[src/rtl/alarm_ctrl.sv]
// alarm_ctrl: multi-channel alarm with per-channel ring timer and registered-state outputs
// Define ALARM_SNOOZE_EN to compile in the SNOOZED state, snooze input and snoozed flags.
module alarm_ctrl #(
  parameter int NUM_ALARMS   = 2,
  parameter int RING_MINUTES = 1,
  parameter int SNOOZE_MIN   = 9
) (
  input  logic                                            clk,
  input  logic                                            rst_n,
  input  logic                                            tick_min,
  input  logic [6:0]                                      tmin,
  input  logic [6:0]                                      thrs,
  input  logic [7*NUM_ALARMS-1:0]                         amin,
  input  logic [7*NUM_ALARMS-1:0]                         ahrs,
  input  logic [NUM_ALARMS-1:0]                           arm,
  input  logic                                            snooze,
  input  logic                                            stop,
  output logic                                            buzz,
  output logic [(NUM_ALARMS>1?$clog2(NUM_ALARMS):1)-1:0]  ring_id,
  output logic [NUM_ALARMS-1:0]                           snoozed
);
`ifdef ALARM_SNOOZE_EN
  localparam int CMAX = RING_MINUTES > SNOOZE_MIN ? RING_MINUTES : SNOOZE_MIN;
`else
  localparam int CMAX = RING_MINUTES;
`endif
  localparam int CW = $clog2(CMAX + 1);
  localparam int IW = NUM_ALARMS > 1 ? $clog2(NUM_ALARMS) : 1;
  typedef enum logic [1:0] {IDLE, RINGING, SNOOZED} state_t;
  logic snz;
  logic [NUM_ALARMS-1:0] ringing;
`ifdef ALARM_SNOOZE_EN
  assign snz = snooze;
`else
  logic unused_snooze;
  assign snz = 1'b0;
  assign unused_snooze = snooze;
`endif
  for (genvar i = 0; i < NUM_ALARMS; i++) begin : g_ch
    state_t st;
    logic [CW-1:0] cnt;
    logic match;
    assign match = tick_min && tmin == amin[7*i+:7] && thrs == ahrs[7*i+:7];
    always_ff @(posedge clk) begin
      if (!rst_n || stop || !arm[i]) begin
        st  <= IDLE;
        cnt <= '0;
      end else begin
        case (st)
          IDLE: if (match) begin
            st  <= RINGING;
            cnt <= CW'(RING_MINUTES);
          end
          RINGING: if (snz) begin
            st  <= SNOOZED;
            cnt <= CW'(SNOOZE_MIN);
          end else if (tick_min) begin
            st  <= cnt == CW'(1) ? IDLE : RINGING;
            cnt <= cnt - 1'b1;
          end
          SNOOZED: if (tick_min) begin
            st  <= cnt == CW'(1) ? RINGING : SNOOZED;
            cnt <= cnt == CW'(1) ? CW'(RING_MINUTES) : cnt - 1'b1;
          end
          default: st <= IDLE;
        endcase
      end
    end
    assign ringing[i] = st == RINGING;
`ifdef ALARM_SNOOZE_EN
    assign snoozed[i] = st == SNOOZED;
`else
    assign snoozed[i] = 1'b0;
`endif
  end
  assign buzz = |ringing;
  // scan downward so the lowest ringing index is the last write
  always_comb begin
    ring_id = '0;
    for (int k = NUM_ALARMS - 1; k >= 0; k--)
      if (ringing[k]) ring_id = IW'(k);
  end
endmodule

[config.mk]
export PLATFORM = sky130hd
export DESIGN_NAME = alarm_ctrl
export DESIGN_NICKNAME = d
export VERILOG_FILES = /design/src/rtl/alarm_ctrl.sv
export SDC_FILE = /design/constraint.sdc
export NUM_CORES = 1
export LEC_CHECK = 0
export ABC_AREA = 0
export BUFFER_PORTS_ARGS = -buffer_cell sky130_fd_sc_hd__buf_2
export CORE_ASPECT_RATIO = 1.25
export CORE_MARGIN = 1
export CORE_UTILIZATION = 37
export DETAILED_ROUTE_END_ITERATION = 8
export GPL_TIMING_DRIVEN = 0
export PLACE_DENSITY = 0.75
export REMOVE_ABC_BUFFERS = 1
export SYNTH_ARGS = -nofsm -noshare
export SYNTH_HDL_FRONTEND = slang
export SYNTH_SLANG_ARGS = --single-unit
[constraint.sdc]
create_clock -name clk -period 1.5 [get_ports clk]
set_clock_uncertainty 0.2 [all_clocks]
set_input_delay 0.3 -clock clk [delete_from_list [all_inputs] [get_ports clk]]
set_output_delay 0.3 -clock clk [all_outputs]
set_load 0.01 [all_outputs]
==> flow_metrics.env <==
export IMPL_pre_cts_slack_ns=-0.4578
export IMPL_syn_instance_count=95
export IMPL_yosysUniqueCellTypes=27
export IMPL_required_ns=1.44
export IMPL_crit_arrival_ns=1.63
export IMPL_grt_usage_pct=24.03
export IMPL_antenna_found_initial=0
export IMPL_hold_depth=3
export IMPL_cts_max_level=1
export IMPL_period_share_pct=112.4
export IMPL_vias=954
export IMPL_peakVddDrop_mv=0.3609
export IMPL_cp_max_fo=2
export IMPL_ys_seq_area_share_pct=14.86
export IMPL_clock_sinks=6
export IMPL_die_area_sq_um=2377
export IMPL_violations="design-rule violations, negative setup slack"
export IMPL_ys_top_cells_by_area="xnor2_1 (30%), dfxtp_1 (15%), ha_1 (12%)"
export IMPL_leakagePower_uw=0.0006821
export IMPL_slowest_stage="o41ai_4"
export IMPL_wl_mm=3.088
export IMPL_drt_drc_violations_left=11
export IMPL_yosys_area_top_type_share_pct=30.34
export IMPL_slew_viol_final=0
export IMPL_whs_ns=0.1404
export IMPL_synth_area_sq_um=808.3
export IMPL_finalNonFillerCells=175
export IMPL_synth_warnings=0
export IMPL_path_buf_inv=1
export IMPL_coreArea_sq_um=2027
export IMPL_cp_cell_sequence="buf_6 -> xnor2_2 -> nand4_1 -> o41ai_4 -> a31oi_2 -> a311oi_2"
export IMPL_slowest_delay_ns=0.42
export IMPL_crit_cells=6
export IMPL_clock_latency_ns=0.24
export IMPL_met3_usage_pct=6.271
export IMPL_viasPerCell=5.451
export IMPL_fillers=122
export IMPL_setup_tns_ns=-0.8926
export IMPL_grt_max_degree=7
export IMPL_ys_ff_latch=6
export IMPL_synth_largest_area_cell="xnor2_1"
export IMPL_dpl_cell_count=163
export IMPL_reg2reg_depth=6
export IMPL_fmax_mhz=593.2
export IMPL_mostFrequentLayoutCells="buf_2 (27), buf_6 (22), xnor2_1 (19), xnor2_2 (9), buf_4 (9)"
export IMPL_rsz0062_at_grt="true"
export IMPL_diodes=0
export IMPL_layout_drive_gt1_share_pct=60.00
export IMPL_rows=18
export IMPL_final_common_cell="buf_2"
export IMPL_cts_tree="yes"
export IMPL_crit_family="compound AO/OA/AOI/OAI gates"
export IMPL_path_class="input port to register"
export IMPL_area_delta_synth_final_pct=83.13
export IMPL_path_clk_slew_ns=0.05
export IMPL_initial_core_util_pct=39.88
export IMPL_synth_avg_cell_area_sq_um=8.508
export IMPL_clock_path_buffers=2
export IMPL_grt_overflow_total=0
export IMPL_max_cap_violations=0
export IMPL_fin_crit_ns=1.686
export IMPL_cp_end_kind="register"
export IMPL_cts_root_buffer="clkbuf_4"
export IMPL_io_pins=53
export IMPL_grt_pass1_vias=907
export IMPL_grt_pass1_wl_mm=4.105
export IMPL_io_buffers=49
export IMPL_met2_usage_pct=43.78
export IMPL_numCtsBuffers=3
export IMPL_die_w_um=43.81
export IMPL_layout_nets=214
export IMPL_grtUsageMet1_pct=25.25
export IMPL_power_density_nw_per_um2=375.2
export IMPL_drt_iter0_markers=17
export IMPL_setup_viol=8
export IMPL_cp_start_kind="input port"
export IMPL_busiest_layer="met2"
export IMPL_ant_nets=0
export IMPL_wire_per_inst_um=17.65
export IMPL_hp_class="input port to register"
export IMPL_place_gp_congestion=0.7814
export IMPL_dp_hpwl_mm=1.567
export IMPL_chipHeight_um=54.26
export IMPL_outcome="finished, violations left"
export IMPL_hold_viol=0
export IMPL_drtPass1Iterations=6
export IMPL_setup_ws_ns=-0.1857
[tightest hold or removal path: stages]
cell and delay (ns):
buf_2 0.11, nand3_1 0.07, mux2i_1 0.06
[synthesized netlist by cell type]
cell type	n
dfxtp_1	6
o41ai_1	1
nand3_1	5
a2111oi_0	1
o2111ai_1	1
conb_1	1
ha_1	8
a311oi_1	1
o41ai_2	1
buf_4	2
or2_2	1
xnor2_1	28
nor3b_1	1
a211o_1	1
mux2i_1	1
a31oi_1	2
o21bai_1	2
nand2b_1	1
nor2_1	1
a211oi_1	2
nand2_1	8
a211o_2	2
nor2b_1	2
o41ai_4	1
inv_1	8
a21oi_1	1
nand4_1	6
[stage by stage]
step           utilization, %  area (sq um)  total power [uW]
2_1_floorplan               -         797.0             247.9
3_3_place_gp            52.65          1067             332.8
3_5_place_dp            52.65          1067             336.1
4_1_cts                 70.93          1438             536.5
5_1_grt                 73.02          1480             579.2
6_report                73.02          1480             555.4
[power by group]
group	switching (uW)	internal [uW]
combinational	99.3	150
clock	59.2	90.6
sequential	0.00349	156
[logic make-up (layout without fill, tap and decap cells)]
| group | count (synthesis) | in the layout | synth area share, % |
|---|---|---|---|
| other cells | 1 | 2 | 0.4640 |
| compound gates | 16 | 16 | 19.20 |
| fa+ha+maj | 8 | 8 | 12.38 |
| buf+inv | 10 | 69 | 5.572 |
| mux | 1 | 1 | 1.238 |
| flops | 6 | 6 | 14.86 |
| xor+xnor | 28 | 28 | 30.34 |
| simple gates | 25 | 25 | 15.95 |
[final timing paths]
check / startpoint / end / slack, ns
setup / recovery: ahrs[12] / g_ch[1].cnt / -0.19
hold / removal: arm[0] / g_ch[0].st[0] / 0.14
setup reg to reg: g_ch[1].st[1] / g_ch[1].cnt / -0.15
hold reg to reg: g_ch[0].st[0] / g_ch[0].st[0] / 0.33
[what timing repair did]
item	4_1_cts	5_1_grt
buffers inserted	9	0
pin swaps	25	10
hold endpoints to repair	0	0
gates cloned	0	0
endpoints found under the setup margin	8	8
hold buffers	0	0
resized for setup	56	7
[state kept, by name, summed over array words and instances, names as in the netlist]
signal and cells:
g_ch.st 4, g_ch.cnt 2
[layout make-up]
class / count / area [sq um] / share of cell area (%)
flip-flops and latches: 6 / 130.1 / 8.791
multi-input cells: 80 / 817.0 / 55.20
clock buffers: 3 / 22.52 / 1.522
inverters: 8 / 35.03 / 2.367
repair buffers: 58 / 450.4 / 30.43
well taps: 20 / 25.02 / 1.691
[layer usage]
metal / vias to the layer above / wire length (um)
li1: 452 / -
met1: 435 / 1133
met2: 55 / 1543
met3: 12 / 287
met4: 0 / 123
met5: - / 0
(Power assumes the default switching activity.)
